**config.mk**
```make
export PLATFORM = sky130hd
export DESIGN_NAME = theta_meta_monitor
export DESIGN_NICKNAME = d
export VERILOG_FILES = /design/src/rtl/pst_pkg.sv /design/src/rtl/ep_hist_fifo.sv /design/src/rtl/theta_meta_monitor.sv
export SDC_FILE = /design/constraint.sdc
export NUM_CORES = 1
export LEC_CHECK = 0
export BUFFER_PORTS_ARGS = -buffer_cell sky130_fd_sc_hd__buf_4
export CAP_MARGIN = 10
export CORE_MARGIN = 2
export CORE_UTILIZATION = 57
export DETAILED_ROUTE_END_ITERATION = 10
export PLACE_DENSITY_LB_ADDON = 0.05
export SYNTH_ARGS = -nofsm -noshare
export SYNTH_HDL_FRONTEND = slang
export SYNTH_SLANG_ARGS = --single-unit
```
**constraint.sdc**
```tcl
create_clock -name clk -period 4.48 [get_ports clk]
set_input_delay 0.672 -clock clk [delete_from_list [all_inputs] [get_ports clk]]
set_output_delay 0.672 -clock clk [all_outputs]
set_load 0.03 [all_outputs]
```
**src/rtl/pst_pkg.sv**
```systemverilog
// Shared types and widths for the pst_brain_v2 episode path.
package pst_pkg;
  localparam int         EP_WIN_W = 3;
  localparam int         EP_STR_W = 4;
  localparam int         CONF_W   = 2;
  localparam logic [1:0] CONF_MAX = 2'd3;

  // One history record: did the winner change, who won, how strongly.
  typedef struct packed {
    logic                switch;
    logic [EP_WIN_W-1:0] winner;
    logic [EP_STR_W-1:0] strength;
  } ep_hist_t;
endpackage

```
**src/rtl/ep_hist_fifo.sv**
```systemverilog
// Episode history FIFO: first-word-fall-through read, drops pushes when full
// unless a pop frees a slot in the same cycle.
module ep_hist_fifo
  import pst_pkg::*;
#(
  parameter int DEPTH = 8,
  localparam int AW = $clog2(DEPTH),
  localparam int CW = AW + 1
) (
  input  logic          clk,
  input  logic          rst,
  input  logic          push,
  input  ep_hist_t      din,
  input  logic          pop,
  output ep_hist_t      dout,
  output logic          empty,
  output logic          full,
  output logic [CW-1:0] count
);
  ep_hist_t        mem [DEPTH];
  logic [AW-1:0]   wr_ptr, rd_ptr;
  logic            do_pop, do_push;

  assign empty   = (count == '0);
  assign full    = (count == CW'(DEPTH));
  assign do_pop  = pop & ~empty;
  assign do_push = push & (~full | do_pop);
  // Oldest entry is always presented; it only moves when popped.
  assign dout    = mem[rd_ptr];

  // Storage write; contents need no reset since count gates visibility.
  always_ff @(posedge clk) begin
    if (do_push) mem[wr_ptr] <= din;
  end

  // Pointers and occupancy; pointers wrap naturally at DEPTH (power of 2).
  always_ff @(posedge clk) begin
    if (rst) begin
      wr_ptr <= '0;
      rd_ptr <= '0;
      count  <= '0;
    end else begin
      if (do_push) wr_ptr <= wr_ptr + AW'(1);
      if (do_pop)  rd_ptr <= rd_ptr + AW'(1);
      if (do_push && !do_pop)      count <= count + CW'(1);
      else if (do_pop && !do_push) count <= count - CW'(1);
    end
  end
endmodule

```
**src/rtl/theta_meta_monitor.sv**
```systemverilog
// Theta-rate meta monitor: confidence tracking, exploit/explore modes,
// explore-entry context gate, and an episode history drain port.
module theta_meta_monitor
  import pst_pkg::*;
#(
  parameter logic [3:0] STR_MAX    = 4'd8,
  parameter logic [3:0] STR_HI     = 4'd7,
  parameter logic [3:0] STR_LO     = 4'd5,
  parameter logic [1:0] CONF_RST   = 2'd2,
  parameter logic [1:0] EXPL_THR   = 2'd1,
  parameter int         HIST_DEPTH = 8,
  localparam int        CW         = $clog2(HIST_DEPTH) + 1
) (
  input  logic                clk,
  input  logic                rst,
  input  logic                theta_tick,
  input  logic                ep_valid,
  input  logic [EP_WIN_W-1:0] ep_winner,
  input  logic [EP_STR_W-1:0] ep_strength,
  input  logic                hist_ready,
  output logic [CONF_W-1:0]   confidence_level,
  output logic                exploit_mode,
  output logic                explore_mode,
  output logic                ctx_gate,
  output logic                hist_valid,
  output logic [7:0]          hist_data,
  output logic [CW-1:0]       hist_count,
  output logic                hist_overflow
);
  logic                samp, sw, prev_valid, explore_nxt;
  logic [EP_WIN_W-1:0] prev_winner;
  logic [EP_STR_W-1:0] str_c;
  logic signed [3:0]   delta, sum;
  logic [CONF_W-1:0]   conf_nxt;
  logic                fifo_empty, fifo_full;
  ep_hist_t            fifo_din, fifo_dout;

  assign samp  = theta_tick & ep_valid;
  assign str_c = (ep_strength > STR_MAX) ? STR_MAX : ep_strength;
  assign sw    = prev_valid & (ep_winner != prev_winner);

  // Confidence step for this episode, saturated into 0..CONF_MAX.
  always_comb begin
    delta = 4'sd0;
    if (str_c >= STR_HI) delta = delta + 4'sd1;
    if (str_c <= STR_LO) delta = delta - 4'sd1;
    if (sw)              delta = delta - 4'sd1;
    sum = $signed({2'b00, confidence_level}) + delta;
    if (sum < 4'sd0)                       conf_nxt = '0;
    else if (sum > $signed({2'b00, CONF_MAX})) conf_nxt = CONF_MAX;
    else                                   conf_nxt = sum[CONF_W-1:0];
    explore_nxt = (conf_nxt <= EXPL_THR);
  end

  // Mode registers update only on a sample; ctx_gate fires on explore entry.
  always_ff @(posedge clk) begin
    if (rst) begin
      confidence_level <= CONF_RST;
      exploit_mode     <= 1'b0;
      explore_mode     <= 1'b0;
      ctx_gate         <= 1'b0;
      prev_valid       <= 1'b0;
      prev_winner      <= '0;
    end else begin
      ctx_gate <= 1'b0;
      if (samp) begin
        confidence_level <= conf_nxt;
        exploit_mode     <= (conf_nxt == CONF_MAX);
        explore_mode     <= explore_nxt;
        ctx_gate         <= explore_nxt & ~explore_mode;
        prev_valid       <= 1'b1;
        prev_winner      <= ep_winner;
      end
    end
  end

  // Sticky drop flag: a sample arrived while full with no pop to make room.
  always_ff @(posedge clk) begin
    if (rst) hist_overflow <= 1'b0;
    else if (samp && fifo_full && !hist_ready) hist_overflow <= 1'b1;
  end

  assign fifo_din = '{switch: sw, winner: ep_winner, strength: str_c};

  ep_hist_fifo #(.DEPTH(HIST_DEPTH)) u_hist (
    .clk   (clk),
    .rst   (rst),
    .push  (samp),
    .din   (fifo_din),
    .pop   (hist_ready),
    .dout  (fifo_dout),
    .empty (fifo_empty),
    .full  (fifo_full),
    .count (hist_count)
  );

  assign hist_valid = ~fifo_empty;
  assign hist_data  = fifo_dout;
endmodule

```
# Word-level counts from Yosys, hierarchy flattened
# Memory sizes are Yosys's and may differ from the RTL's. A register that Yosys moved wholly into a read port is not among the register bits.
# Index checks and enable logic that the tools add are counted.
# totals
mem_bits_rw,64
reg_bits,20
in_bits,12
memories,1
elab_cells,59
# op_classes
n_addsub,7
magnitude_cmp,6
mux,12
eq_ne,3
n_bitwise,10
reduce_logical,10
# mem_list
memory,words,width,rd,rd_ports_with_merged_regs,wr,line_no,rtl
u_hist.mem,8,8,1,1,1,ep_hist_fifo.sv:20,ep_hist_t mem [DEPTH];
# op_table
cell,n
$mux W4,5
$sub A4 B2 Y4 const B,2
$add A3 B1 Y3 const B,2
$mux W3,2
$and A1 B1 Y1,5
$add A3 B4 Y4,1
$add A4 B1 Y4 const B,1
$eq A4 B4 Y1 const B,1
$ge A4 B3 Y1 const B,1
$gt A4 B3 Y1 const B,1
$gt A4 B4 Y1 const B,1
$le A4 B3 Y1 const B,1
$logic_and A1 B1 Y1,4
$logic_not A4 Y1,1
$lt A4 B1 Y1 const B,1
$mux W2,2
$not A1 Y1,4
$sub A4 B1 Y4 const B,1
$logic_not A1 Y1,3
$mux W1,3
$ne A3 B3 Y1,1
$eq A2 B2 Y1 const B,1
$le A2 B1 Y1 const B,1
$reduce_bool A2 Y1,1
2 further kinds,2

# Logic depth before layout (Yosys ltp)
# Gate-level depths: netlist of run 1.
# depth
depth_word,14
depth_mapped,13

# Cells and area by module
# Synthesis of run 1 repeated with hierarchy kept, for this count alone.
# hier_totals
hier_cells,237
hier_area_um2,3681.0
# modules_own_cells
mod,seq_area_each_um2,instances,area_each_um2,cells_per_inst
ep_hist_fifo,2182.1,1,3070.4,165
theta_meta_monitor,200.2,1,610.6,72

# Worst setup path after synthesis of run 1
# Ideal clock, no wire load.
# synth_timing
path_type,input-to-reg
startpoint,input port ep_winner[0]
endpoint,register confidence_level[1]
setup_slack_ns,1.645
t_required_ns,4.360
path_stages,10
arrival_ns,2.716
path_buffers,0
cell_sequence,xor2_1 -> o31ai_1 -> xor2_1 -> ha_1 -> inv_1 -> fa_1 -> nand2_1 -> a32oi_2 -> a211oi_2 -> a211o_1
# synth_between
elab_chain_len,7
word_cells_on_any_way,8
classes_between,1 x add/sub; 2 x order compare; 1 x eq/ne; 3 x mux; 1 x bitwise
# synth_lines
element,line_no,rtl
"start, declared",theta_meta_monitor.sv:18,"input logic [EP_WIN_W-1:0] ep_winner,"
$ne A3 B3 Y1 (*),theta_meta_monitor.sv:40,assign sw = prev_valid & (ep_winner != prev_winner);
$and A1 B1 Y1 (*),theta_meta_monitor.sv:40,
$mux W4 (*),theta_meta_monitor.sv:47,if (sw) delta = delta - 4'sd1;
$add A3 B4 Y4 (*),theta_meta_monitor.sv:48,"sum = $signed({2'b00, confidence_level}) + delta;"
$gt A4 B3 Y1,theta_meta_monitor.sv:50,"else if (sum > $signed({2'b00, CONF_MAX})) conf_nxt = CONF_MAX;"
$mux W2,theta_meta_monitor.sv:50,
$mux W2 (*),theta_meta_monitor.sv:49,if (sum < 4'sd0) conf_nxt = '0;
"end signal, assigned",theta_meta_monitor.sv:67,confidence_level <= conf_nxt;
"end, declared",theta_meta_monitor.sv:21,"output logic [CONF_W-1:0] confidence_level,"
# Every way passes the cells marked *; elsewhere a longest branch is shown, timed or not.
# A chain may end at the register's enable or synchronous reset.

# Worst setup path after layout of run 1
# layout_timing
startpoint,input port ep_strength[3]
endpoint,register confidence_level[1]
# layout_between
elab_chain_len,12
word_cells_on_any_way,14
classes_between,3 x add/sub; 5 x order compare; 6 x mux
# layout_lines
element,line_no,rtl
"start, declared",theta_meta_monitor.sv:19,"input logic [EP_STR_W-1:0] ep_strength,"
$gt A4 B4 Y1,theta_meta_monitor.sv:39,assign str_c = (ep_strength > STR_MAX) ? STR_MAX : ep_strength;
$mux W4 (*),theta_meta_monitor.sv:39,
$ge A4 B3 Y1,theta_meta_monitor.sv:45,if (str_c >= STR_HI) delta = delta + 4'sd1;
$mux W1,theta_meta_monitor.sv:45,
$sub A4 B2 Y4,theta_meta_monitor.sv:46,if (str_c <= STR_LO) delta = delta - 4'sd1;
$mux W4 (*),theta_meta_monitor.sv:46,
$sub A4 B2 Y4,theta_meta_monitor.sv:47,
$mux W4 (*),theta_meta_monitor.sv:47,
$add A3 B4 Y4 (*),theta_meta_monitor.sv:48,
$gt A4 B3 Y1,theta_meta_monitor.sv:50,
$mux W2,theta_meta_monitor.sv:50,
$mux W2 (*),theta_meta_monitor.sv:49,
# Marks and branches as above.

==> impl_metrics.json, run 1 <==
{
  "power.total_uw": 2075,
  "drc": 0,
  "maxCapViolations": 0,
  "ys.flop_type": "edfxtp_1",
  "clkLatencyLatePin_ns": 0.35,
  "drtPass1Iterations": 4,
  "clk_pin_slew_ns": 0.08,
  "synth_edf_count": 64,
  "cts_tree": "yes",
  "avgSynthCellArea_um2": 15.13,
  "cp.required_ns": 4.72,
  "maxSlewViolCount": 0,
  "worst_pin_slew_ns": 0.9304,
  "num_antenna_cells": 0,
  "synth.most_common_cell": "edfxtp_1",
  "portBuffers": 30,
  "async_flop_share_pct": 0,
  "post_cts_resized": 0,
  "setup_violations": 0,
  "start_kind": "primary input",
  "first_iter_violations": 59,
  "cts_buffers": 9,
  "ys_seq_area_share_pct": 65.05,
  "arrival_ns": 3.10,
  "coreArea_um2": 6277,
  "irDropWorstVdd_mv": 0.4292,
  "critPathKind": "primary input to flip-flop",
  "ys_types": 40,
  "track_usage_pct": 19.58,
  "wl_per_cell_um": 17.59,
  "overflow": 0,
  "avgViaCountPerCell": 5.557,
  "fin_nets": 300,
  "layout-drive-gt1-share_pct": 26.95,
  "cts.sinks": 87,
  "die_h_um": 84.16,
  "die_w_um": 84.16,
  "period_share_pct": 63.85,
  "areaGrowthSynthToFinish_pct": 13.94,
  "final_cells": 359,
  "cts_setup_buffers": 0,
  "ys_seq_elements": 87,
  "grt_max_degree": 22,
  "whs_ns": 0.4622,
  "endpoint_kind": "flip-flop",
  "p_leak_uw": 0.001514,
  "io_pins": 31,
  "hold_viol": 0,
  "syn-num-nets": 265,
  "totalWireLength_mm": 6.316,
  "status": "finished, final reports clean",
  "ys_top_cells_by_area": "edfxtp_1 (52%), dfxtp_1 (13%), mux4_2 (9.8%), ha_1 (3.1%), mux2_2 (2.5%)",
  "timing.slew.headroom_pct": 37.74,
  "synth_top_area_share_pct": 52.48,
  "cts_buffer_depth": 2,
  "cts_hold_buf": 0,
  "antenna_found_initial": 0,
  "holdCritPathClass": "flip-flop to flip-flop",
  "die-area_um2": 7082,
  "fp-row-count": 29,
  "num_vias": 1995,
  "synth_cells": 242,
  "cellPowerDensity_nw_per_um2": 497.4,
  "postRouteAntennaNets": 0,
  "max_freq_mhz": 349.6,
  "grt_pass1_wl_mm": 10.29,
  "synth_largest_area_cell": "edfxtp_1",
  "grt_pass1_vias": 2055,
  "initial_core_util_pct": 58.34,
  "dpl.cell_count": 343,
  "htree_levels": 3,
  "fin_crit_ns": 2.861,
  "place_congestion": 0.8632,
  "syn_area_um2": 3662,
  "clock-root-buffer": "clkbuf_8",
  "synth_commonest_cells": "edfxtp_1 (64), dfxtp_1 (23), nor2_1 (21), mux4_2 (16), nand2_1 (15)",
  "yosysWarnings": 0,
  "rsz0062_at_grt": "no",
  "cp_max_fo": 13,
  "fin_tns_setup_ns": 0,
  "skew_ns": 0.005207,
  "hpwl_mm": 4.108
}
==> final cells by class <==
type	count	area (µm²)
multi-input combinational	137	1201
fill	474	2105
tap	77	96.34
inverter	9	33.78
clock inverter	7	87.58
clock buffer	9	123.9
sequential	87	2382
timing repair buffer	33	247.7
==> cells in the final DEF, fill, tap and decap left out, types with 3 or more instances in the layout <==
cell and instances:
edfxtp_1 64, buf_4 33, dfxtp_1 23, nor2_1 21, mux4_2 16, nand2_1 15, a21oi_1 11, inv_1 9
ha_1 9, clkbuf_8 9, xor2_1 8, mux2_2 8, nand2b_1 6, nor3_1 5, o21ai_0 4, nor2b_1 3
nand3_1 3, mux2i_1 3
==> kinds of logic after synthesis <==
kind of cell | after synthesis | synth area share [%]
xor gates and xnor gates | 10 | 2.392
muxes | 27 | 13.12
AOI/OAI and AO/OA | 28 | 5.228
and+or+nand+nor | 61 | 7.892
buffers and inverters | 18 | 2.152
DFF | 87 | 65.05
adders and majority gates | 11 | 4.168
==> power breakdown <==
group          internal [µW]  switching, µW  total (µW)  leakage (µW)
Sequential               904           42.9         947      0.000771
Combinational            255            301         556      0.000642
Clock                    309            263         572      0.000100
==> worst paths after layout <==
check                      start             endpoint  slack (ns)  cells past startpoint
setup / recovery  ep_strength[3]  confidence_level[1]        1.62                     13
hold / removal      explore_mode             ctx_gate        0.46                      1
setup reg to reg  prev_winner[2]  confidence_level[1]        1.79                     10
hold reg to reg     explore_mode             ctx_gate        0.46                      1
==> registers in the layout (all words and copies together), names as in the netlist, named ones only <==
signal and flops:
confidence_level 2, ctx_gate 1, exploit_mode 1, explore_mode 1, hist_overflow 1, prev_valid 1, prev_winner 3, u_hist.count 4
u_hist.mem 64, u_hist.rd_ptr 3, u_hist.wr_ptr 3
==> critical path, stage by stage <==
cell      delay, ns
buf_4          0.16
a21oi_2        0.16
inv_1          0.11
o21ai_0        0.12
ha_1           0.28
xor2_1         0.15
ha_1           0.21
inv_1          0.06
fa_1           0.52
nand2_1        0.09
a32oi_2        0.21
a211oi_2       0.08
a211o_1        0.27
==> routing by layer <==
metal / global-route usage (%) / part of all wire, % / wire length (µm)
met1: 26.30 / 46 / 2878
met3: 3.441 / 3.7 / 236
met2: 31.89 / 49 / 3087
met4: 8.358 / 1.8 / 113
met5: 0 / 0 / 0
==> per-stage QoR <==
| step | util [%] | setup slack (ns) | cell area (µm²) |
|---|---|---|---|
| after global placement | 63.11 | 1.332 | 3961 |
| after CTS | 66.47 | 1.628 | 4173 |
| after global routing | 66.47 | 1.445 | 4173 |
| after floorplan | - | 1.645 | 3662 |
| after detailed placement | 63.11 | 1.243 | 3961 |
| final | 66.47 | 1.619 | 4173 |
(Power assumes the default switching activity.)
==> run 2: changes to the inputs <==
Settings changed: CORE_UTILIZATION 57 to 53.
Clock period 4.48 ns to 2.3 ns, I/O delays scaled along.
==> run 2 against run 1 <==
The run now ends with setup timing left. Combinational power is 140% higher. Design area rose by 8.9%. Non-clock buffer count grew 30. Setup slack worse by 1.7 ns. Utilization increased by 0.77 points.
==> impl_metrics.json, run 2 (synthesis gave the netlist of run 1 again) <==
{
  "endpoint_kind": "flip-flop",
  "die_h_um": 87.13,
  "layout_commonest_cell": "edfxtp_1",
  "hold_viol": 0,
  "fillers": 501,
  "avgViaCountPerCell": 5.439,
  "holdCritPathClass": "primary input to flip-flop",
  "worst_pin_slew_ns": 0.5242,
  "post-place-ws_ns": -0.3546,
  "slowest_delay_ns": 0.55,
  "totalWireLength_mm": 6.752,
  "layout-drive-gt1-share_pct": 41.67,
  "crit_family": "compound AO/OA/AOI/OAI gates",
  "largest_reg_flops": 64,
  "drtPass1Iterations": 5,
  "final_cell_mix": "edfxtp_1 (64), buf_4 (62), nor2_1 (21), dfxtp_1 (17), mux4_2 (16)",
  "maxCapViolations": 0,
  "overflow": 0,
  "initial_core_util_pct": 54.20,
  "clk_pin_slew_ns": 0.08,
  "die-area_um2": 7591,
  "cts_hold_buf": 0,
  "cellPowerDensity_nw_per_um2": 930.2,
  "top_register": "u_hist.mem",
  "cp_max_fo": 4,
  "dpl.cell_count": 374,
  "crit_buf_inv": 1,
  "p_leak_uw": 0.001680,
  "die_w_um": 87.13,
  "max_freq_mhz": 412.1,
  "cp.required_ns": 2.54,
  "fin_crit_ns": 2.426,
  "coreArea_um2": 6756,
  "final_util_pct": 67.24,
  "hpwl_mm": 4.483,
  "grt_pass1_vias": 2133,
  "setup_slack_ns": -0.1264,
  "worstPathCellList": "xor2_4 > o31ai_4 > xor2_1 > ha_2 > inv_2 > fa_2 > nand2_2 > a32oi_2 > a211oi_2 > a211o_1",
  "cts.sinks": 87,
  "clock-root-buffer": "clkbuf_8",
  "met3_usage_pct": 5.213,
  "track_usage_pct": 19.38,
  "critPathKind": "flip-flop to flip-flop",
  "io_pins": 31,
  "wl_per_cell_um": 17.22,
  "num_antenna_cells": 0,
  "num_vias": 2132,
  "cts_tree": "yes",
  "clkLatencyLatePin_ns": 0.35,
  "first_iter_violations": 83,
  "skew_ns": 0.008289,
  "timing.slew.headroom_pct": 64.98,
  "grt_pass1_wl_mm": 10.63,
  "areaGrowthSynthToFinish_pct": 24.05,
  "period_share_pct": 105.5,
  "antenna_found_initial": 0,
  "place_congestion": 0.8098,
  "violations": "setup timing",
  "final_cells": 392,
  "cts_buffers": 9,
  "use_met2_pct": 34.14,
  "irDropWorstVdd_mv": 0.7095,
  "arrival_ns": 2.67,
  "maxSlewViolCount": 0,
  "met1_usage_pct": 22.48,
  "cts_buffer_depth": 2,
  "setup_violations": 4,
  "rsz0062_at_grt": "yes",
  "cpMaxStageDelayCell": "fa_2",
  "portBuffers": 30,
  "top_usage_layer": "met2",
  "grt_max_degree": 22,
  "fin_tns_setup_ns": -0.3170,
  "postRouteAntennaNets": 0,
  "status": "finished with violations",
  "reg_top3": "u_hist.mem (64), u_hist.count (4)",
  "fin_nets": 330,
  "htree_levels": 3,
  "fp-row-count": 30,
  "drc": 0,
  "start_kind": "flip-flop"
}
==> run 2: area by class of cell <==
type	instances	area (µm²)	area share, %
Timing Repair Buffer	63	485.5	10.69
Tap cell	80	100.1	2.203
Sequential cell	87	2390	52.60
Clock inverter	7	72.57	1.597
Inverter	9	33.78	0.7436
Clock buffer	9	123.9	2.727
Multi-Input combinational cell	137	1338	29.44
==> run 2: worst reg2reg max path: cells and delay by family (launching register included) <==
family / cells / cell delay, ns
AND/OR/NAND/NOR: 1 / 0.06
XOR/XNOR: 2 / 0.35
adder cells (fa/ha/maj): 2 / 0.75
AO/OA/AOI/OAI: 4 / 0.77
flip-flops: 1 / 0.35
buffers and inverters: 1 / 0.04
==> run 2: path summary, 6_finish.rpt <==
check	from	end	slack [ns]	cells past startpoint
worst max-delay path	prev_winner[1]	confidence_level[1]	-0.13	10
worst min-delay path	rst	prev_winner[0]	0.33	2
worst max register to register	prev_winner[1]	confidence_level[1]	-0.13	10
worst min register to register	explore_mode	ctx_gate	0.46	1
==> run 2: stage by stage <==
| stage | hold slack (ns) | total power [µW] | instance area, µm² |
|---|---|---|---|
| CTS | 0.3039 | 4200 | 4482 |
| floorplan | 0.4237 | 2738 | 3740 |
| global route | 0.3176 | 4456 | 4543 |
| global placement | 0.4430 | 3146 | 4265 |
| finish | 0.3328 | 4226 | 4543 |
| detailed placement | 0.4451 | 3161 | 4265 |
==> run 2: report_power, final <==
part           internal (µW)  switching [µW]
combinational            664             684
sequential              1770            71.5
clock                    504             536
==> run 2: layer usage <==
layer	wire (µm)	vias to the layer above
met5	0	-
met4	106	0
met3	253	10
met2	3694	44
met1	2698	1045
li1	-	1033
==> run 2: timing repair <==
item,4_1_cts,5_1_grt
pin swaps,8,8
gates resized for setup,5,8
setup endpoints to repair,4,6
buffers inserted,0,2
